### src/rtl/rt_output_arbiter.sv
// Round-robin arbiter sharing one Corner_Router output port between N_IN requesters
// over the 4-phase req/ack RTPort handshake, with a sticky stall watchdog.
module rt_output_arbiter #(
  parameter int PAYLOAD     = 32,
  parameter int X_BITS      = 1,
  parameter int Y_BITS      = 1,
  parameter int WIDTH       = X_BITS + Y_BITS + 2 + PAYLOAD,
  parameter int N_IN        = 4,
  parameter int SYNC_STAGES = 2,
  parameter int TIMEOUT_CYC = 1024
) (
  input  logic                    clk,
  input  logic                    rst,
  input  logic [N_IN-1:0]         req_i,
  output logic [N_IN-1:0]         ack_i,
  input  logic [N_IN*WIDTH-1:0]   data_i,
  output logic                    req_o,
  output logic [WIDTH-1:0]        data_o,
  input  logic                    ack_o,
  output logic [N_IN-1:0]         grant_o,
  output logic                    busy_o,
  output logic                    timeout_o
);

  localparam int IW = (N_IN > 1) ? $clog2(N_IN) : 1;
  localparam int CW = (TIMEOUT_CYC > 0) ? $clog2(TIMEOUT_CYC + 1) : 1;
  localparam logic [CW-1:0] T_LIM = CW'(TIMEOUT_CYC);

  typedef enum logic [1:0] {IDLE, SEND, RELEASE} state_t;

  state_t            r_state, w_state_nxt;
  logic [N_IN-1:0]   w_sreq;
  logic              w_sack;
  logic [IW-1:0]     r_ptr, r_gidx, w_pick;
  logic              w_found, w_grant_en, w_sent, w_done;
  logic [WIDTH-1:0]  r_data;
  logic              r_req, r_to;
  logic [N_IN-1:0]   r_ack, r_grant;
  logic [CW-1:0]     r_cnt;
  logic [WIDTH-1:0]  w_din [N_IN];

  generate
    if (SYNC_STAGES == 0) begin : g_nosync
      assign w_sreq = req_i;
      assign w_sack = ack_o;
    end else begin : g_sync
      logic [SYNC_STAGES-1:0][N_IN-1:0] r_req_sync;
      logic [SYNC_STAGES-1:0]           r_ack_sync;
      // NOTE: async reset sits in the sensitivity list; sequential state uses <= only
      // so every flop samples pre-edge values and the chain shifts by exactly one stage.
      always_ff @(posedge clk or negedge rst) begin
        if (!rst) begin
          r_req_sync <= '0;
          r_ack_sync <= '0;
        end else begin
          r_req_sync[0] <= req_i;
          r_ack_sync[0] <= ack_o;
          for (int s = 1; s < SYNC_STAGES; s++) begin
            r_req_sync[s] <= r_req_sync[s-1];
            r_ack_sync[s] <= r_ack_sync[s-1];
          end
        end
      end
      assign w_sreq = r_req_sync[SYNC_STAGES-1];
      assign w_sack = r_ack_sync[SYNC_STAGES-1];
    end

    for (genvar k = 0; k < N_IN; k++) begin : g_din
      assign w_din[k] = data_i[k*WIDTH +: WIDTH];
    end
  endgenerate

  // First active request at or after the pointer, wrapping modulo N_IN.
  always_comb begin
    int idx;
    idx     = 0;
    w_pick  = '0;
    w_found = 1'b0;
    for (int i = 0; i < N_IN; i++) begin
      idx = int'(r_ptr) + i;
      if (idx >= N_IN) idx = idx - N_IN;
      if (!w_found && w_sreq[idx]) begin
        w_found = 1'b1;
        w_pick  = IW'(idx);
      end
    end
  end

  always_ff @(posedge clk or negedge rst) begin
    if (!rst) r_state <= IDLE;
    else      r_state <= w_state_nxt;
  end

  // NOTE: every signal written here gets a default first, so no latch is inferred.
  always_comb begin
    w_state_nxt = r_state;
    w_grant_en  = 1'b0;
    w_sent      = 1'b0;
    w_done      = 1'b0;
    unique case (r_state)
      IDLE: if (w_found) begin
        w_state_nxt = SEND;
        w_grant_en  = 1'b1;
      end
      SEND: if (w_sack) begin
        w_state_nxt = RELEASE;
        w_sent      = 1'b1;
      end
      RELEASE: if (!w_sreq[r_gidx] && !w_sack) begin
        w_state_nxt = IDLE;
        w_done      = 1'b1;
      end
      default: w_state_nxt = IDLE;
    endcase
  end

  always_ff @(posedge clk or negedge rst) begin
    if (!rst) begin
      r_data  <= '0;
      r_req   <= 1'b0;
      r_ack   <= '0;
      r_grant <= '0;
      r_gidx  <= '0;
      r_ptr   <= '0;
    end else begin
      if (w_grant_en) begin
        r_data  <= w_din[w_pick];
        r_req   <= 1'b1;
        r_grant <= N_IN'(1) << w_pick;
        r_gidx  <= w_pick;
      end
      if (w_sent) begin
        r_req <= 1'b0;
        r_ack <= r_grant;
      end
      if (w_done) begin
        r_ack   <= '0;
        r_grant <= '0;
        r_ptr   <= (r_gidx == IW'(N_IN - 1)) ? '0 : r_gidx + 1'b1;
      end
    end
  end

  // Stall watchdog: cleared on grant, saturates at the limit, flag is sticky.
  always_ff @(posedge clk or negedge rst) begin
    if (!rst) begin
      r_cnt <= '0;
      r_to  <= 1'b0;
    end else if (w_grant_en) begin
      r_cnt <= '0;
    end else if (TIMEOUT_CYC > 0 && r_state != IDLE) begin
      if (r_cnt != T_LIM)          r_cnt <= r_cnt + 1'b1;
      if (r_cnt == T_LIM - 1'b1)   r_to  <= 1'b1;
    end
  end

  assign data_o    = r_data;
  assign req_o     = r_req;
  assign ack_i     = r_ack;
  assign grant_o   = r_grant;
  assign busy_o    = (r_state != IDLE);
  assign timeout_o = r_to;

endmodule
### config.mk
export PLATFORM = sky130hd
export DESIGN_NAME = rt_output_arbiter
export DESIGN_NICKNAME = d
export VERILOG_FILES = /design/src/rtl/rt_output_arbiter.sv
export SDC_FILE = /design/constraint.sdc
export NUM_CORES = 1
export LEC_CHECK = 0
export CORE_MARGIN = 4
export CORE_UTILIZATION = 40
export DETAILED_ROUTE_END_ITERATION = 16
export PLACE_DENSITY = 0.81
export SLEW_MARGIN = 5
export SYNTH_ARGS = -nofsm -noshare
export SYNTH_HDL_FRONTEND = slang
export SYNTH_SLANG_ARGS = --single-unit
### constraint.sdc
create_clock -name clk -period 2.6 [get_ports clk]
set_clock_uncertainty 0.1 [all_clocks]
set_input_delay 0.26 -clock clk [delete_from_list [all_inputs] [get_ports clk]]
set_output_delay 0.26 -clock clk [all_outputs]
set_load 0.05 [all_outputs]
==> flow_metrics.tcl, run 1 <==
set metrics [dict create \
    outcome "finished, final reports clean" \
    reg2reg_from "w_sreq[3]$_DFF_PN0_" \
    min_from "req_i[1]" \
    p_int_mw 3.838 \
    grt_max_degree 74 \
    rsz0062_at_grt "no" \
    hold_path.class "in -> reg" \
    grt_first_pass_wirelength_microns 20650 \
    clockPowerShare_pct 15.1 \
    slew_viol_final 0 \
    p_per_area_nw_per_um2 1176 \
    grt_use_total_pct 22.57 \
    port_buffers 197 \
    p_leak_nw 2.484 \
    hold_violations 0 \
    post_cts_buffers 0 \
    num_vias 3985 \
    cts_resized 0 \
    worst_slew_pin_slew_ns 0.9278 \
    multi_input_area_sq_um 1932 \
    cts_buffer_depth 2 \
    drive_above_1_share_pct 6.768 \
    p_seq_share_pct 26.0 \
    grt_pass1_vias 4219 \
    avgRoutedWirePerCell_microns 18.40 \
    max_freq_mhz 459.0 \
    power_frac_comb_pct 58.8 \
    setup_viol 0 \
    antenna_found_initial 0 \
    timing_worst_setup_path_type "reg -> out" \
    synth_cell_types 45 \
    fin_crit_sh_pct 83.80 \
    cts_num_sinks 73 \
    synth_area_sq_um 3976 \
    regArea_sq_um 1827 \
    num_rows 36 \
    final_design_area_no_fill_sq_um 6255 \
    cp-end-kind "primary output" \
    h-tree-depth 3 \
    fillers 812 \
    switching_share_pct 47.81 \
    netlist_instances 399 \
    start_util_pct 40.87 \
    cpLargestDelayFamily "buffers and inverters" \
    drc 0 \
    crit_arrival_ns 1.82 \
    ff2ff_path_depth 4 \
    r2r_end "data_o[26]$_DFFE_PN0N_" \
    die_w_microns 107.7 \
    synth_flop_cell "dfrtp_1" \
    viasPerCell 5.504 \
    path_cells "nor2_2, inv_2, clkdlybuf4s50_1" \
    numCtsBuffers 9 \
    place_hpwl_microns 9854 \
    synth_fp_nets 553 \
    ys_seq_area_share_pct 45.94 \
    first_pass_iters 4 \
    slew_headroom_pct 38.15 \
    synth_edf_count 0 \
    die-area_sq_um 11600 \
    root_buffer "clkbuf_8" \
    reg2reg_slack_ns 0.42 \
    pin_count 198 \
    ys_warn_count 0 \
    layout_min_cycle_time_ns 2.179 \
    holdPathStages 1 \
    final_net_count 740 \
    drt-initial-drc-count 195 \
    ant_nets 0 \
    gr-total-overflow 0 \
    gp_congestion 0.8455 \
    crit_path_max_incr_delay_ns 0.71 \
    crit_buf_inv 2 \
    ys_ff_latch 73 \
    diodes 0 \
    p_switching_mw 3.516 \
    cpMaxStageDelayCell "clkdlybuf4s50_1" \
    required_ns 2.24 \
    avgSynthCellArea_sq_um 9.966 \
    die_y_microns 107.7 \
    core_sq_um 9729 \
    setup_tns_ns 0 \
    async_flop_share_pct 100.0 \
    start_kind "flip-flop" \
    finalPower_mw 7.354 \
    min_to "g_sync.r_req_sync[1]$_DFF_PN0_" \
    postPlaceCellArea_sq_um 5995 \
    path_max_fanout 5 \
    cts_tree "done" \
    clk_pin_slew_ns 0.09 \
    totalWireLength_microns 13320 \
    cap_violations 0 \
    areaGrowthSynthToFinish_pct 57.30 \
    irDropWorstVdd_v 0.0005096 \
    worstSkewPairLatency_ns 0.35 \
]
[metal layers]
layer	routed length, microns	share of wire, %	vias to the layer above	global-route usage, %
li1	-	-	1874	-
met1	4995	37	1928	25.78
met2	7240	54	166	41.12
met3	921	6.9	17	6.299
met4	165	1.2	0	6.041
met5	0	0	-	0
[stage by stage]
stage / setup slack [ns] / hold slack [ns] / utilization (%) / cells
floorplan: 0.8734 / -0.1356 / - / 399
global placement: 0.4982 / 0.2342 / 61.61 / 707
detailed placement: 0.4157 / 0.2380 / 61.61 / 707
CTS: 0.4088 / 0.2293 / 64.29 / 724
global route: 0.2274 / 0.2334 / 64.29 / 724
finish: 0.4212 / 0.2475 / 64.29 / 724
[cells by family (layout without fill, tap and decap cells)]
| logic type | after synthesis | count (layout) | share of synthesized area (%) |
|---|---|---|---|
| XOR/XNOR | 6 | 6 | 1.322 |
| multiplexers | 42 | 42 | 10.92 |
| flip-flops | 73 | 73 | 45.94 |
| AND/OR/NAND/NOR | 103 | 103 | 11.74 |
| adder cells (fa/ha/maj) | 3 | 3 | 0.9441 |
| AO/OA/AOI/OAI | 137 | 137 | 23.41 |
| buffers and inverters | 35 | 227 | 5.727 |
[synthesized netlist by cell type, drive strengths merged, types with 2 or more instances]
cell type | number | area share [%]
nor4 | 3 | 0.47
and3 | 2 | 0.31
o22ai | 37 | 5.8
nand2 | 24 | 2.3
nor2b | 2 | 0.31
mux2i | 40 | 10
buf | 15 | 3.8
ha | 3 | 0.94
o22a | 2 | 0.50
or3 | 2 | 0.31
xor2 | 2 | 0.44
nor3 | 3 | 0.76
a221oi | 36 | 7.9
nor2 | 56 | 5.3
nand3 | 2 | 0.25
o21ai | 49 | 6.2
a21oi | 5 | 0.72
dfrtp | 73 | 46
nand4 | 3 | 0.47
xnor2 | 4 | 0.88
and2b | 2 | 0.50
inv | 6 | 0.57
clkbuf | 14 | 1.4
[cell usage in the layout (no fill, tap or decap), types with 3 or more instances in the layout]
cell type / synthesis / final
mux2i_1: 40 / 40
clkbuf_8: 0 / 9
nor4_1: 3 / 3
nor2_1: 55 / 55
nand4_1: 3 / 3
ha_1: 3 / 3
nor3_2: 3 / 3
buf_4: 4 / 6
clkdlybuf4s50_1: 0 / 196
nand2_1: 24 / 23
o22ai_1: 37 / 37
bufinv_16: 0 / 3
xnor2_1: 4 / 4
inv_1: 4 / 4
a221oi_1: 36 / 36
a21oi_1: 4 / 4
o21ai_0: 46 / 46
dfrtp_1: 73 / 73
o21ai_1: 3 / 3
[area by class of cell]
class                      count  area share (%)
multi-input combinational    291           30.89
clock buffer                   9           1.980
tap                          133           2.661
timing repair buffer         205           32.89
clock inverter                 7           2.020
inverter                       6          0.3601
sequential                    73           29.21
[worst register-to-register path: cells and delay by family (launching register included)]
kind,cells,cell delay (ns)
AOI/OAI and AO/OA,3,1.18
DFF,1,0.50
and+or+nand+nor,1,0.33
[state kept, by name (all words and copies together), names as in the netlist]
signal / cells
r_gidx: 2
g_sync.r_ack_sync: 2
r_state: 2
timeout_o: 1
g_sync.r_req_sync: 4
data_o: 36
r_cnt: 11
req_o: 1
ack_i: 4
r_ptr: 2
w_sreq: 4
grant_o: 4
[worst max-delay path by stage]
| stage | start | slack, ns | cells after the start | end |
|---|---|---|---|---|
| floorplan | r_state[0]$_DFFE_PN0P_ | 0.87 | 7 | data_o[1]$_DFFE_PN0N_ |
| global placement | w_sreq[3]$_DFF_PN0_ | 0.50 | 4 | data_o[30]$_DFFE_PN0N_ |
| detailed placement | w_sreq[3]$_DFF_PN0_ | 0.42 | 4 | data_o[10]$_DFFE_PN0N_ |
| CTS | r_state[0]$_DFFE_PN0P_ | 0.41 | 3 | busy_o |
| global route | w_sreq[3]$_DFF_PN0_ | 0.23 | 4 | data_o[13]$_DFFE_PN0N_ |
| finish | r_state[0]$_DFFE_PN0P_ | 0.42 | 3 | busy_o |
[timing repair]
action,CTS,global route
endpoints found under the setup margin,0,0
endpoints found under the hold margin,73,0
hold buffers,1,0
[power by group through the flow]
stage | Clock (mW) | Combinational [mW] | Sequential, mW
floorplan | 0 | 1.89 | 2.99
global placement | 0 | 4.23 | 1.89
detailed placement | 0 | 4.34 | 1.92
CTS | 1.14 | 4.35 | 1.91
global route | 1.19 | 4.62 | 1.97
finish | 1.11 | 4.33 | 1.91
No activity file was read; power rests on OpenSTA's default activity.
==> run 2: changes to the inputs <==
==> constraint.sdc (replaced) <==
create_clock -name clk -period 2.02 [get_ports clk]
set_clock_uncertainty 0.1 [all_clocks]
set_input_delay 0.202 -clock clk [delete_from_list [all_inputs] [get_ports clk]]
set_output_delay 0.202 -clock clk [all_outputs]
set_load 0.05 [all_outputs]
==> flow_metrics.tcl, run 2 (synthesis results as in run 1) <==
set metrics [dict create \
    clk_pin_slew_ns 0.08 \
    gr-total-overflow 0 \
    pin_count 198 \
    irDropWorstVdd_v 0.0009080 \
    grt_max_degree 54 \
    path_max_fanout 18 \
    fillers 820 \
    grt_pass1_vias 4167 \
    num_vias 4052 \
    place_hpwl_microns 10140 \
    viasPerCell 5.536 \
    antenna_found_initial 0 \
    die_w_microns 107.7 \
    core_sq_um 9729 \
    first_pass_iters 5 \
    die_y_microns 107.7 \
    place_inst 715 \
    final_cells 732 \
    worst_slew_pin_slew_ns 0.5411 \
    crit_arrival_ns 2.09 \
    drt-initial-drc-count 206 \
    totalWireLength_microns 13230 \
    finalCoreUtilization_pct 64.97 \
    hold_path.class "in -> reg" \
    max_freq_mhz 509.2 \
    diodes 0 \
    num_rows 36 \
    postPlaceCellArea_sq_um 6115 \
    largest_reg_flops 36 \
    timing_worst_setup_path_type "reg -> reg" \
    grt_use_total_pct 22.47 \
    mostFrequentLayoutCells "195 x clkdlybuf4s50_1, 72 x dfrtp_1, 55 x nor2_1" \
    final_design_area_no_fill_sq_um 6321 \
    port_buffers 197 \
    die-area_sq_um 11600 \
    root_buffer "clkbuf_8" \
    layout_commonest_cell "clkdlybuf4s50_1" \
    cts_buffer_depth 2 \
    rsz0062_at_grt "no" \
    numCtsBuffers 9 \
    cts_tree "done" \
    outcome "finished, final reports clean" \
    avgRoutedWirePerCell_microns 18.07 \
    areaGrowthSynthToFinish_pct 58.97 \
    cap_violations 0 \
    ant_nets 0 \
    drive_above_1_share_pct 8.013 \
    start_kind "flip-flop" \
    setup_viol 0 \
    cp-end-kind "flip-flop" \
    start_util_pct 40.87 \
    cts_num_sinks 73 \
    required_ns 2.14 \
    gp_congestion 0.8674 \
    hold_violations 0 \
    slew_headroom_pct 63.82 \
    holdWs_ns 0.1940 \
    grt_first_pass_wirelength_microns 20570 \
    p_leak_nw 2.521 \
    post_cts_buffers 0 \
    final_net_count 748 \
    fin_crit_sh_pct 97.22 \
    p_per_area_nw_per_um2 1483 \
    drc 0 \
    h-tree-depth 3 \
    setup_tns_ns 0 \
    worstSkewPairLatency_ns 0.34 \
    layout_min_cycle_time_ns 1.964 \
    slew_viol_final 0 \
]
-- run 2: critical path, cell delays in order (launching register included) --
cell	delay, ns
dfrtp_1	0.44
and2b_4	0.31
o22a_2	0.17
o2bb2ai_4	0.08
buf_4	0.22
a221oi_1	0.41
o22ai_1	0.12
-- run 2: worst paths after layout --
check                                                from                              to  slack [ns]  cells past startpoint
setup / recovery                     r_ptr[0]$_DFFE_PN0P_          data_o[32]$_DFFE_PN0N_        0.06                      6
hold / removal                                   req_i[2]  g_sync.r_req_sync[2]$_DFF_PN0_        0.19                      1
setup reg to reg                     r_ptr[0]$_DFFE_PN0P_          data_o[32]$_DFFE_PN0N_        0.06                      6
hold reg to reg            g_sync.r_req_sync[1]$_DFF_PN0_             w_sreq[1]$_DFF_PN0_        0.24                      0
max in group asynchronous                             rst            r_ptr[0]$_DFFE_PN0P_        1.04                      3
min in group asynchronous                             rst          data_o[23]$_DFFE_PN0N_        0.23                      2
-- run 2: per-stage QoR --
| stage | total power, mW | setup WS (ns) |
|---|---|---|
| after floorplan | 6.284 | 0.2934 |
| after global placement | 8.080 | 0.07654 |
| after detailed placement | 8.257 | 0.05020 |
| after CTS | 9.395 | 0.03419 |
| after global routing | 9.939 | 0.0002838 |
| final | 9.375 | 0.05609 |
-- run 2: power breakdown --
group          internal [mW]  total, mW  switching, mW
clock network          0.569       1.09          0.523
logic                   2.28       5.82           3.54
registers               2.01       2.47          0.461
total                   4.85       9.38           4.52
-- run 2: layout make-up --
type | instances | area [sq um] | area share [%]
well taps | 133 | 166.4 | 2.633
clock inverters | 5 | 56.30 | 0.8907
flip-flops and latches | 73 | 1828 | 28.92
multi-input cells | 291 | 1939 | 30.68
inverters | 6 | 22.52 | 0.3563
clock buffers | 11 | 131.4 | 2.078
repair buffers | 213 | 2177 | 34.44
-- run 2: layer usage --
layer	up-vias	track usage, %	share of wire (%)
li1	1893	-	-
met1	1932	26.22	37
met2	197	39.39	53
met3	30	6.599	7.8
met4	0	7.394	2.4
met5	-	0	0
-- run 2: what timing repair did --
action / in CTS / in global routing
gates resized for setup: 0 / 2
endpoints found under the hold margin: 29 / 0
setup endpoints to repair: 0 / 29
hold buffers: 1 / 0
==> run 3: changes to the inputs <==
--- a/config.mk
+++ b/config.mk
@@ -9,6 +9,7 @@
 export CORE_UTILIZATION = 40
 export DETAILED_ROUTE_END_ITERATION = 16
 export PLACE_DENSITY = 0.81
+export RECOVER_POWER = 50
 export SLEW_MARGIN = 5
 export SYNTH_ARGS = -nofsm -noshare
 export SYNTH_HDL_FRONTEND = slang
==> flow_metrics.tcl, run 3 (synthesis results as in run 1) <==
set metrics [dict create \
    cts_num_sinks 73 \
    layout_min_cycle_time_ns 1.968 \
    setup_tns_ns 0 \
    h-tree-depth 3 \
    grt_first_pass_wirelength_microns 20570 \
    cp-end-kind "flip-flop" \
    setup_ws_ns 0.05213 \
    hold_path.class "reg -> reg" \
    post_cts_buffers 0 \
    num_vias 4042 \
    clk_pin_slew_ns 0.08 \
    p_per_area_nw_per_um2 1484 \
    die_w_microns 107.7 \
    drt-initial-drc-count 197 \
    irDropWorstVdd_v 0.0009063 \
    met2_usage_pct 39.39 \
    start_kind "flip-flop" \
    crit_arrival_ns 2.09 \
    required_ns 2.14 \
    drive_above_1_share_pct 7.513 \
    path_max_fanout 18 \
    cts_buffer_depth 2 \
    grt_pass1_vias 4167 \
    layout_commonest_cell "clkdlybuf4s50_1" \
    timing_worst_setup_path_type "reg -> reg" \
    fin_crit_sh_pct 97.42 \
    dpl_worst_slack_ns 0.05020 \
    max_freq_mhz 508.2 \
    avgRoutedWirePerCell_microns 18.08 \
    place_hpwl_microns 10140 \
    ant_nets 0 \
    regArea_sq_um 1828 \
    core_sq_um 9729 \
    largest_reg_flops 36 \
    root_buffer "clkbuf_8" \
    areaGrowthSynthToFinish_pct 58.40 \
    numCtsBuffers 9 \
    worstSkewPairLatency_ns 0.34 \
    worst_slew_pin_slew_ns 0.7089 \
    num_rows 36 \
    antenna_found_initial 0 \
    fillers 824 \
    p_leak_nw 2.517 \
    slew_headroom_pct 52.74 \
    use_met1_pct 26.22 \
    gr-total-overflow 0 \
    outcome "finished, final reports clean" \
    final_net_count 748 \
    die_y_microns 107.7 \
    grt_use_total_pct 22.47 \
    start_util_pct 40.87 \
    setup_viol 0 \
    hold_violations 0 \
    rsz0062_at_grt "no" \
    reg2reg_slack_ns 0.05 \
    pin_count 198 \
    viasPerCell 5.522 \
    totalWireLength_microns 13240 \
    holdPathStages 0 \
    port_buffers 197 \
    first_pass_iters 5 \
    ff2ff_path_depth 6 \
    gp_congestion 0.8674 \
    mostFrequentLayoutCells "190 x clkdlybuf4s50_1, 72 x dfrtp_1, 56 x nor2_1" \
    diodes 0 \
    cts_tree "done" \
    grt-busiest-layer "met2" \
    globalRouteMet3Util_pct 6.599 \
    drc 0 \
    cap_violations 0 \
    slew_viol_final 0 \
    die-area_sq_um 11600 \
    grt_max_degree 54 \
    multi_input_area_sq_um 1934 \
]
## run 3: cell types whose count changed in the layout (fill, tap and decap cells not counted), moves of 2 or more
cell             change
clkbuf_2             +2
buf_4                -2
clkdlybuf4s50_1      -5
dlygate4sd3_1        +5
## run 3: worst max-delay path, stage by stage (launching register included)
cell	delay, ns
dfrtp_1	0.44
and2b_4	0.31
o22a_2	0.17
o2bb2ai_4	0.08
buf_4	0.22
a221oi_1	0.41
o22ai_1	0.12
## run 3: layout make-up
| class | count | share of cell area, % |
|---|---|---|
| Sequential cell | 73 | 29.02 |
| Clock inverter | 5 | 0.8939 |
| Tap cell | 133 | 2.642 |
| Timing Repair Buffer | 213 | 34.29 |
| Clock buffer | 11 | 2.086 |
| Inverter | 6 | 0.3576 |
| Multi-Input combinational cell | 291 | 30.71 |
## run 3: final timing paths
check	start	endpoint
max	r_ptr[0]$_DFFE_PN0P_	data_o[32]$_DFFE_PN0N_
min	g_sync.r_req_sync[1]$_DFF_PN0_	w_sreq[1]$_DFF_PN0_
max reg2reg	r_ptr[0]$_DFFE_PN0P_	data_o[32]$_DFFE_PN0N_
min reg2reg	g_sync.r_req_sync[1]$_DFF_PN0_	w_sreq[1]$_DFF_PN0_
max in group asynchronous	rst	r_ptr[0]$_DFFE_PN0P_
min in group asynchronous	rst	r_cnt[8]$_DFFE_PN0P_
## run 3: what timing repair did
action	4_1_cts	5_1_grt
endpoints found under the setup margin	0	29
hold buffers	1	0
endpoints found under the hold margin	29	0
resized for setup	0	2
## run 3: per-layer routing
layer | routed length [microns] | vias up
li1 | - | 1895
met1 | 4941 | 1931
met2 | 6922 | 186
met3 | 1042 | 30
met4 | 329 | 0
met5 | 0 | -
## run 3: power by group
part           internal, mW  total, mW  leakage (nW)  switching [mW]
sequential             2.01       2.46         0.863           0.459
combinational          2.26       5.79          1.56            3.53
clock                 0.569       1.09        0.0933           0.522
total                  4.83       9.34          2.52            4.51
## run 3: stage by stage
step                      instances  util, %  hold slack (ns)  cell area (sq um)  power (mW)
after floorplan                 399        -          -0.1936               3976       6.284
after global placement          715    62.85          0.05308               6115       8.080
after detailed placement        715    62.85          0.05428               6115       8.257
after CTS                       732    64.88           0.1777               6312       9.395
after global routing            732    64.74           0.2451               6299       9.909
final                           732    64.74           0.2414               6299       9.345
